### config.mk
export PLATFORM = sky130hd
export DESIGN_NAME = ahb_uart_tx_satellite_flat
export DESIGN_NICKNAME = d
export VERILOG_FILES = /design/src/rtl/ahb_uart_tx_satellite_if.sv /design/src/rtl/ahb_uart_tx_satellite.sv /design/src/flat_wrapper.sv
export SDC_FILE = /design/constraint.sdc
export NUM_CORES = 1
export LEC_CHECK = 0
export CORE_MARGIN = 2
export CORE_UTILIZATION = 59
export DETAILED_ROUTE_END_ITERATION = 7
export PLACE_DENSITY = 0.86
export REMOVE_ABC_BUFFERS = 1
export SLEW_MARGIN = 0
export SYNTH_ARGS = -nofsm -noshare
export SYNTH_HDL_FRONTEND = slang
export SYNTH_SLANG_ARGS = --single-unit
### constraint.sdc
create_clock -name clk -period 6.7 [get_ports clk]
set_input_delay 1.005 -clock clk [delete_from_list [all_inputs] [get_ports clk]]
set_output_delay 1.005 -clock clk [all_outputs]
set_load 0.02 [all_outputs]
### src/rtl/ahb_uart_tx_satellite_if.sv
// AHB-Lite slave-side bus bundle for the UART transmit satellite.
// The master drives the request; the satellite returns data and the ready/response pair.
interface ahb_uart_tx_satellite_if;
  logic        hsel;
  logic [31:0] haddr;
  logic [1:0]  htrans;
  logic        hwrite;
  logic [2:0]  hsize;
  logic [31:0] hwdata;
  logic [31:0] hrdata;
  logic        hready;
  logic        hresp;

  modport master (output hsel, haddr, htrans, hwrite, hsize, hwdata,
                  input  hrdata, hready, hresp);
  modport slave  (input  hsel, haddr, htrans, hwrite, hsize, hwdata,
                  output hrdata, hready, hresp);
endinterface

### src/rtl/ahb_uart_tx_satellite.sv
// Memory-mapped 8N1 transmitter: AHB writes fill a TX FIFO that a baud-timed serializer drains onto tx.
// Full-FIFO writes to DATA are held off with wait states until the serializer frees an entry.
module ahb_uart_tx_satellite #(
  parameter int FIFO_DEPTH  = 8,
  parameter int DEFAULT_DIV = 868
) (
  input  logic                    clk,
  input  logic                    rst,
  ahb_uart_tx_satellite_if.slave  bus,
  output logic                    tx
);
  localparam int AW = $clog2(FIFO_DEPTH);
  localparam int CW = AW + 1;

  typedef enum logic [1:0] {S_IDLE, S_START, S_DATA, S_STOP} state_e;

  logic          dphase_q, err_q, write_q;
  logic [3:0]    addr_q;
  logic [2:0]    size_q;
  logic [15:0]   baud_q;
  logic [7:0]    mem_q [FIFO_DEPTH];
  logic [AW-1:0] wptr_q, rptr_q;
  logic [CW-1:0] count_q, count_d;
  state_e        state_q;
  logic [15:0]   cnt_q, fdiv_q;
  logic [2:0]    bit_q;
  logic [7:0]    shift_q;
  logic          tx_q;

  logic full, empty, bit_end, pop, push, bad, wr_data, wr_baud, stall, hready, accept;
  logic [31:0] status, rdata;
  logic unused_bits;

  assign unused_bits = ^{bus.haddr[31:4], bus.hwdata[31:16], bus.htrans[0]};

  assign full    = count_q == CW'(FIFO_DEPTH);
  assign empty   = count_q == '0;
  assign bit_end = cnt_q == fdiv_q - 16'd1;
  assign pop     = !empty && (state_q == S_IDLE || (state_q == S_STOP && bit_end));

  assign bad     = dphase_q && (!(addr_q == 4'h0 || addr_q == 4'h4 || addr_q == 4'h8) ||
                                size_q != 3'b010);
  assign wr_data = dphase_q && !bad && write_q && addr_q == 4'h0;
  assign wr_baud = dphase_q && !bad && write_q && addr_q == 4'h8;
  // A full FIFO only stalls if the serializer is not popping on this very edge.
  assign stall   = wr_data && full && !pop;
  assign push    = wr_data && !stall;
  assign hready  = !(bad && !err_q) && !stall;
  assign accept  = bus.hsel && bus.htrans[1] && hready;
  assign count_d = count_q + CW'(push) - CW'(pop);

  always_comb begin
    status    = '0;
    status[0] = full;
    status[1] = empty;
    status[2] = state_q != S_IDLE;
    status[7:4] = 4'(count_q);
    rdata     = '0;
    if (dphase_q && !bad && !write_q) begin
      case (addr_q)
        4'h4:    rdata = status;
        4'h8:    rdata = {16'd0, baud_q};
        default: rdata = '0;
      endcase
    end
  end

  assign bus.hrdata = rdata;
  assign bus.hready = hready;
  assign bus.hresp  = bad;
  assign tx         = tx_q;

  always_ff @(posedge clk or posedge rst) begin
    if (rst) begin
      dphase_q <= 1'b0;
      err_q    <= 1'b0;
      write_q  <= 1'b0;
      addr_q   <= '0;
      size_q   <= '0;
      baud_q   <= 16'(DEFAULT_DIV);
    end else begin
      err_q <= bad && !err_q;
      if (hready) begin
        dphase_q <= accept;
        if (accept) begin
          addr_q  <= bus.haddr[3:0];
          write_q <= bus.hwrite;
          size_q  <= bus.hsize;
        end
      end
      if (wr_baud) baud_q <= (bus.hwdata[15:0] == 16'd0) ? 16'd1 : bus.hwdata[15:0];
    end
  end

  always_ff @(posedge clk) begin
    if (push) mem_q[wptr_q] <= bus.hwdata[7:0];
  end

  always_ff @(posedge clk or posedge rst) begin
    if (rst) begin
      wptr_q  <= '0;
      rptr_q  <= '0;
      count_q <= '0;
    end else begin
      if (push) wptr_q <= wptr_q + AW'(1);
      if (pop)  rptr_q <= rptr_q + AW'(1);
      count_q <= count_d;
    end
  end

  // fdiv_q latches BAUDDIV at each frame start so a mid-frame write cannot stretch bits.
  always_ff @(posedge clk or posedge rst) begin
    if (rst) begin
      state_q <= S_IDLE;
      cnt_q   <= '0;
      bit_q   <= '0;
      shift_q <= '0;
      fdiv_q  <= 16'(DEFAULT_DIV);
      tx_q    <= 1'b1;
    end else begin
      case (state_q)
        S_IDLE: begin
          if (pop) begin
            state_q <= S_START;
            shift_q <= mem_q[rptr_q];
            fdiv_q  <= baud_q;
            cnt_q   <= '0;
            tx_q    <= 1'b0;
          end
        end
        S_START: begin
          if (bit_end) begin
            state_q <= S_DATA;
            cnt_q   <= '0;
            bit_q   <= '0;
            tx_q    <= shift_q[0];
            shift_q <= {1'b0, shift_q[7:1]};
          end else cnt_q <= cnt_q + 16'd1;
        end
        S_DATA: begin
          if (bit_end) begin
            cnt_q <= '0;
            if (bit_q == 3'd7) begin
              state_q <= S_STOP;
              tx_q    <= 1'b1;
            end else begin
              bit_q   <= bit_q + 3'd1;
              tx_q    <= shift_q[0];
              shift_q <= {1'b0, shift_q[7:1]};
            end
          end else cnt_q <= cnt_q + 16'd1;
        end
        S_STOP: begin
          if (bit_end) begin
            cnt_q <= '0;
            if (pop) begin
              state_q <= S_START;
              shift_q <= mem_q[rptr_q];
              fdiv_q  <= baud_q;
              tx_q    <= 1'b0;
            end else state_q <= S_IDLE;
          end else cnt_q <= cnt_q + 16'd1;
        end
        default: state_q <= S_IDLE;
      endcase
    end
  end
endmodule

### src/flat_wrapper.sv
// flat-port wrapper written by rule: the top's interface ports become plain ports
module ahb_uart_tx_satellite_flat 
#(
  parameter int FIFO_DEPTH  = 8,
  parameter int DEFAULT_DIV = 868
)
  (clk, rst, tx, bus_hsel, bus_haddr, bus_htrans, bus_hwrite, bus_hsize, bus_hwdata, bus_hrdata, bus_hready, bus_hresp);
  ahb_uart_tx_satellite_if bus_i ();
  input  logic clk;
  input  logic rst;
  output logic tx;
  input wire logic [$bits(bus_i.hsel)-1:0] bus_hsel;
  input wire logic [$bits(bus_i.haddr)-1:0] bus_haddr;
  input wire logic [$bits(bus_i.htrans)-1:0] bus_htrans;
  input wire logic [$bits(bus_i.hwrite)-1:0] bus_hwrite;
  input wire logic [$bits(bus_i.hsize)-1:0] bus_hsize;
  input wire logic [$bits(bus_i.hwdata)-1:0] bus_hwdata;
  output wire logic [$bits(bus_i.hrdata)-1:0] bus_hrdata;
  output wire logic [$bits(bus_i.hready)-1:0] bus_hready;
  output wire logic [$bits(bus_i.hresp)-1:0] bus_hresp;
  assign bus_i.hsel = bus_hsel;
  assign bus_i.haddr = bus_haddr;
  assign bus_i.htrans = bus_htrans;
  assign bus_i.hwrite = bus_hwrite;
  assign bus_i.hsize = bus_hsize;
  assign bus_i.hwdata = bus_hwdata;
  assign bus_hrdata = bus_i.hrdata;
  assign bus_hready = bus_i.hready;
  assign bus_hresp = bus_i.hresp;
  ahb_uart_tx_satellite #(.FIFO_DEPTH(FIFO_DEPTH), .DEFAULT_DIV(DEFAULT_DIV)) u_core (.clk(clk), .rst(rst), .bus(bus_i), .tx(tx));
endmodule
Word level (Yosys, flattened, before mapping). Memory sizes are Yosys's and may differ from the RTL's. Index checks and enable logic that the tools add are counted.

Bits in writable memories: 64. Register bits: 82. Output and inout port bits: 35. Memories: 1.

Memories: u_core.mem_q (depth 8, bits a word 8, rd ports 1, clocked after Yosys merged registers in 0, write ports 1, RTL line ahb_uart_tx_satellite.sv:21) `logic [7:0] mem_q [FIFO_DEPTH];`.

Reduce and logical (&&, ||, !) cells: 41. Add/subtract/negate cells: 7. Mux-type cells: 34. Eq/ne operators: 15.

Operators by type and width (count): 16-bit one-hot mux with 2 select lines (3); 16-bit two-way mux (5); 8-bit two-way mux (5); 32-bit two-way mux (1); 8-bit one-hot mux with 4 select lines (1); 16-bit by 1-bit adder with 16-bit output, second input constant (1); 16-bit == test (1); 16-bit logical NOT (1); 16-bit by 1-bit subtractor with 16-bit output, second input constant (1); 1-bit logical AND (15); 2-bit two-way mux (5); 2-bit by 1-bit != test with 1-bit output, second input constant (5); 3-bit by 1-bit adder with 3-bit output, second input constant (3); 3-bit two-way mux (3); 4-bit == test, second input constant (2); 1-bit logical NOT (8); 4-bit logical NOT (2); 1-bit two-way mux (8); 2-bit one-hot mux with 4 select lines (1); 4-bit AND reduction (2); 3-bit one-hot mux with 2 select lines (1); 2-bit nonzero test (3); 5-bit AND reduction (1); 4-bit by 1-bit adder with 4-bit output (1); other kinds (13) (18).

Logic depth before layout (Yosys ltp).
Depth after elaboration: 16. Gate-level depth with buffers: 15.

Least setup slack after synthesis. No wires, ideal clock.

Path kind: reg-to-reg. Start point: reg u_core.fdiv_q[0]. End point: mem u_core.mem_q[0][0], enable pin. Required time: 6.302 ns. Buffers on the path: 0. Path slack: 2.899 ns. Data arrival time: 3.403 ns. Cell stages (with the launch flop): 11. Cells stage by stage: dfrtp_1 -> inv_1 -> ha_1 -> nor3b_1 -> nand2_1 -> mux2_2 -> nor4_4 -> nand4_1 -> o21ai_2 -> a21oi_1 -> nor4b_1.

Longest elaborated chain between the ends: 11.

RTL lines: from (decl) (RTL line ahb_uart_tx_satellite.sv:25) `logic [15:0] cnt_q, fdiv_q;`; from (signal assigned) (RTL line ahb_uart_tx_satellite.sv:118) `fdiv_q <= 16'(DEFAULT_DIV);`; from (signal assigned) (RTL line ahb_uart_tx_satellite.sv:126) `fdiv_q <= baud_q;`; from (signal assigned) (RTL line ahb_uart_tx_satellite.sv:159) `fdiv_q <= baud_q;`; 16-bit by 1-bit subtractor with 16-bit output (RTL line ahb_uart_tx_satellite.sv:38) `assign bit_end = cnt_q == fdiv_q - 16'd1;`; 16-bit == test (RTL line ahb_uart_tx_satellite.sv:38); 1-bit logical AND (RTL line ahb_uart_tx_satellite.sv:39) `assign pop = !empty && (state_q == S_IDLE || (state_q == S_STOP && bit_end));`; 1-bit logical OR (RTL line ahb_uart_tx_satellite.sv:39); 1-bit logical AND (RTL line ahb_uart_tx_satellite.sv:39); 1-bit logical NOT (RTL line ahb_uart_tx_satellite.sv:46) `assign stall = wr_data && full && !pop;`; 1-bit logical AND (RTL line ahb_uart_tx_satellite.sv:46); 1-bit logical NOT (RTL line ahb_uart_tx_satellite.sv:47) `assign push = wr_data && !stall;`; 1-bit logical AND (RTL line ahb_uart_tx_satellite.sv:47); 1-bit two-way mux (RTL line ahb_uart_tx_satellite.sv:96) `if (push) mem_q[wptr_q] <= bus.hwdata[7:0];`; 1-bit two-way mux (implied by the code) (RTL line ahb_uart_tx_satellite.sv:96); to (decl) (RTL line ahb_uart_tx_satellite.sv:21).

Every way passes these cells.

Worst setup path in the final report.
Start point: reg u_core.fdiv_q[0]. End point: out bus_hready.

Longest elaborated chain between the ends: 9.

RTL lines: 16-bit by 1-bit subtractor with 16-bit output (RTL line ahb_uart_tx_satellite.sv:38); 16-bit == test (RTL line ahb_uart_tx_satellite.sv:38); 1-bit logical AND (RTL line ahb_uart_tx_satellite.sv:39); 1-bit logical OR (RTL line ahb_uart_tx_satellite.sv:39); 1-bit logical AND (RTL line ahb_uart_tx_satellite.sv:39); 1-bit logical NOT (RTL line ahb_uart_tx_satellite.sv:46); 1-bit logical AND (RTL line ahb_uart_tx_satellite.sv:46); 1-bit logical NOT (RTL line ahb_uart_tx_satellite.sv:48) `assign hready = !(bad && !err_q) && !stall;`; 1-bit logical AND (RTL line ahb_uart_tx_satellite.sv:48); to (decl) (RTL line flat_wrapper.sv:19) `output wire logic [$bits(bus_i.hready)-1:0] bus_hready;`.

Every way passes these cells.

==> metrics <==
outcome finished, final reports clean; final core utilization 70.5%; synthesized-area fraction occupied by ao, oa, aoi and oai cells 9.22%; crit path kind reg -> out; Worst Hold Endpoint u_core.shift_q[1]; Setup Skew 10.9 ps; ratio of final minimum period to clock period 73.6%; Max-slew headroom 28.2%; data required time of the critical path 5690 ps; share of cells above drive strength 1 20.3%; diode insertion count for antenna repair 0; worst hold path class reg -> reg; Hold Worst Slack 507 ps; number of flops mapped to enable cells by yosys 64; remaining antenna violation count 0; sequential fraction of the synthesis area 54.7%; via-per-instance ratio 6.12; worst path bufs/invs 2; Pwr Density 418 nW/um^2; post-synthesis instance area 7280 um^2; minimum clock period 4930 ps; DIE AREA 13300 um^2; max frequency 203 MHz; Root Buffer sky130_fd_sc_hd__clkbuf_16; initial DRC count 392; number of port buffers 46; area added between synthesis and finish 16.3%; nets 719; slowest cell delay on critical path 630 ps; post-synthesis xor/xnor area fraction 3.13%; Std-Cell Rows 40; max layer used met4; TritonCTS buffer count 17; clock input transition at the sequential cells of the worst setup and hold paths 70 ps; area of combinational cells with multiple inputs 3060 um^2; Final Hold Vio Count 0; min-delay src u_core.shift_q[1]; delay-heaviest family, CP compound AO/OA/AOI/OAI gates; vias in the first global route 4865; crit path cell chain inv_1, ha_1, nor3b_1, nand4_1, xnor2_1, a211oi_1, a41oi_1, a211o_1, nor2_1, clkdlybuf4s50_1; count of filler cells inserted in the layout 786; Max IR drop VDD 0.000296 V; FF-to-FF Start u_core.fdiv_q[0]; detailed-router iteration count before antenna repair 5; yosys warns 0; wire length on met2 7800 um; number of buffers inserted to repair setup after CTS 0; number of cells upsized or downsized after cts 0; depth of the worst hold-timing path 1; global placer's final weighted congestion 0.867; total global routing overflow 0; startpoint class of the critical path register; worst reg-to-reg setup slack 2330 ps; FF+latch count, synth 146; first-pass GRT wire length 25800 um; DRC 0; peak fanout along the critical path 7; placement-stage cell area 7860 um^2; total negative slack 0 ps; number of H-tree levels 4; Crit Reg-Reg Endpoint u_core.count_q[3]; Finished Cell Area 8470 um^2; effective utilization at floorplan 60.6%; largest net degree at the start of global routing 83; Sequential cell area 3990 um^2; count of final setup violators 0; ys async rst share 56.2%; adder-cell share of the synthesized area 3.19%; multiplexer fraction of the synthesized cell area 14.0%; leakage power summed over all cells 3.40 nW; distinct cell type count after synthesis 68; total count of max-transition violations in the final report 0; DRT Wirelength 15800 um; Routed wire per std cell 20.0 um; flip-flop cell with the highest count after synthesis sky130_fd_sc_hd__dfrtp_1; total number of vias 4822; number of maximum-capacitance violations 0; die extent in y 115 um; Synth Instances 569; critical path capture point type output port; RSZ-0062 raised after global routing no; later-pin clock latency in the skew report 430 ps; worst path arrival time 3930 ps; die width 115 um; Routed met3 length 990 um; wire length the detailed router placed on met1 6660 um; Worst Tran Pin Value 1080 ps; logic depth of the worst register-to-register path 16; number of buffers inserted by hold repair at cts 0; slowest library cell on the worst path sky130_fd_sc_hd__clkdlybuf4s50_1; core box area 12000 um^2; number of primary I/O pins 108; initial antenna violation count 0; dominant combinational cell family by area after synthesis multiplexers; maximum root-to-sink buffer count 2; placed wire-length estimate 11100 um; overall routing resource usage 26.2%; syn_area_per_cell 12.8 um^2; CTS tree built; clk sink count 146; simple logic cell fraction of the synthesized area 11.6%
-- cell usage in the layout (no fill, tap or decap), types with 8 or more instances in the layout --
cell type	netlist	layout
sky130_fd_sc_hd__dfrtp_1	71	71
sky130_fd_sc_hd__edfxtp_1	64	64
sky130_fd_sc_hd__clkdlybuf4s50_1	0	46
sky130_fd_sc_hd__mux2_2	37	37
sky130_fd_sc_hd__nand2_1	29	29
sky130_fd_sc_hd__nor2_1	28	28
sky130_fd_sc_hd__inv_1	24	23
sky130_fd_sc_hd__a21oi_1	19	19
sky130_fd_sc_hd__o21ai_0	17	17
sky130_fd_sc_hd__ha_1	17	17
sky130_fd_sc_hd__clkbuf_16	0	17
sky130_fd_sc_hd__mux4_2	16	16
sky130_fd_sc_hd__conb_1	1	16
sky130_fd_sc_hd__nor3_1	15	15
sky130_fd_sc_hd__nand2b_1	15	15
sky130_fd_sc_hd__a31oi_1	14	14
sky130_fd_sc_hd__xnor2_1	13	13
sky130_fd_sc_hd__xor2_1	13	13
sky130_fd_sc_hd__nor4_1	11	11
sky130_fd_sc_hd__buf_4	17	11
sky130_fd_sc_hd__dfstp_2	11	11
sky130_fd_sc_hd__mux2_4	10	10
sky130_fd_sc_hd__mux2i_1	9	9
sky130_fd_sc_hd__and3_1	9	9
sky130_fd_sc_hd__and2_1	9	9
sky130_fd_sc_hd__nand3_1	8	8
sky130_fd_sc_hd__a21o_1	8	8
-- cells in the mapped netlist, types with 3 or more instances --
| master | n | area share (%) |
|---|---|---|
| sky130_fd_sc_hd__xnor2_1 | 13 | 1.6 |
| sky130_fd_sc_hd__a22o_1 | 6 | 0.72 |
| sky130_fd_sc_hd__nand2_1 | 29 | 1.5 |
| sky130_fd_sc_hd__dfrtp_1 | 71 | 24 |
| sky130_fd_sc_hd__mux2_2 | 37 | 5.7 |
| sky130_fd_sc_hd__buf_4 | 17 | 1.8 |
| sky130_fd_sc_hd__nand4_1 | 5 | 0.43 |
| sky130_fd_sc_hd__nor3_1 | 15 | 1.0 |
| sky130_fd_sc_hd__nand2b_1 | 15 | 1.3 |
| sky130_fd_sc_hd__a22oi_1 | 6 | 0.62 |
| sky130_fd_sc_hd__nor2_1 | 28 | 1.4 |
| sky130_fd_sc_hd__and3_1 | 9 | 0.77 |
| sky130_fd_sc_hd__mux2i_1 | 9 | 1.2 |
| sky130_fd_sc_hd__nor4_1 | 11 | 0.94 |
| sky130_fd_sc_hd__xor2_1 | 13 | 1.6 |
| sky130_fd_sc_hd__o21ai_0 | 17 | 1.2 |
| sky130_fd_sc_hd__o31ai_1 | 4 | 0.41 |
| sky130_fd_sc_hd__mux2_4 | 10 | 2.1 |
| sky130_fd_sc_hd__nor4b_1 | 4 | 0.48 |
| sky130_fd_sc_hd__nand3_1 | 8 | 0.55 |
| sky130_fd_sc_hd__ha_1 | 17 | 2.9 |
| sky130_fd_sc_hd__a31oi_1 | 14 | 1.2 |
| sky130_fd_sc_hd__and2_1 | 9 | 0.77 |
| sky130_fd_sc_hd__clkbuf_1 | 9 | 0.46 |
| sky130_fd_sc_hd__inv_1 | 24 | 1.2 |
| sky130_fd_sc_hd__dfstp_2 | 11 | 4.0 |
| sky130_fd_sc_hd__mux4_2 | 16 | 4.9 |
| sky130_fd_sc_hd__nand3b_1 | 3 | 0.31 |
| sky130_fd_sc_hd__a21o_1 | 8 | 0.82 |
| sky130_fd_sc_hd__a21oi_1 | 19 | 1.3 |
| sky130_fd_sc_hd__edfxtp_1 | 64 | 26 |
-- worst max-delay path by stage --
stage | slack [ps] | to | cells past startpoint | from
floorplan | 2540 | u_core.count_q[2] | 15 | u_core.fdiv_q[0]
global placement | 2310 | bus_hready | 10 | u_core.fdiv_q[0]
detailed placement | 2280 | bus_hready | 10 | u_core.fdiv_q[0]
CTS | 1780 | bus_hready | 10 | u_core.fdiv_q[0]
global route | 1510 | bus_hready | 10 | u_core.fdiv_q[0]
finish | 1770 | bus_hready | 10 | u_core.fdiv_q[0]
-- cells by family (layout without fill, tap and decap cells) --
family | Yosys count | in the layout
simple gates | 152 | 152
xor+xnor | 26 | 26
mux | 72 | 72
compound gates | 98 | 98
flops | 146 | 146
other cells | 1 | 16
fa+ha+maj | 18 | 18
buf+inv | 56 | 113
-- metrics by stage --
step	total power (W)	setup WS (ps)	std cells
after global routing	0.00376	1510	788
after floorplan	0.00225	2540	552
after global placement	0.00251	2310	756
after detailed placement	0.00258	2280	756
after CTS	0.00356	1780	788
final	0.00354	1770	788
-- layout make-up --
type / instances / area share [%]
Timing Repair Buffer: 57 / 6.41
Inverter: 24 / 1.08
Tap cell: 147 / 2.17
Sequential cell: 146 / 47.1
Multi-Input combinational cell: 382 / 36.2
Clock inverter: 15 / 2.05
Clock buffer: 17 / 5.02
-- routing by layer --
| layer | vias up | track usage, % |
|---|---|---|
| met5 | - | 0 |
| met4 | 0 | 9.08 |
| met3 | 30 | 6.96 |
| met2 | 184 | 42.2 |
| met1 | 2366 | 34.8 |
| li1 | 2242 | - |
-- registers in the layout (all words and copies together), names as in the netlist --
register / cells
u_core.mem_q: 64
u_core.baud_q: 16
u_core.cnt_q: 16
u_core.fdiv_q: 16
u_core.shift_q: 8
u_core.addr_q: 4
u_core.count_q: 4
u_core.bit_q: 3
u_core.rptr_q: 3
u_core.size_q: 3
u_core.wptr_q: 3
u_core.state_q: 2
u_core.dphase_q: 1
u_core.err_q: 1
u_core.tx: 1
u_core.write_q: 1
-- report_power, final --
part / internal [W] / switching, W / leakage, nW
clock: 0.000560 / 0.000397 / 0.297
sequential: 0.00112 / 0.000267 / 1.57
combinational: 0.000612 / 0.000592 / 1.53
total: 0.00229 / 0.00126 / 3.40
(Power assumes the default switching activity.)
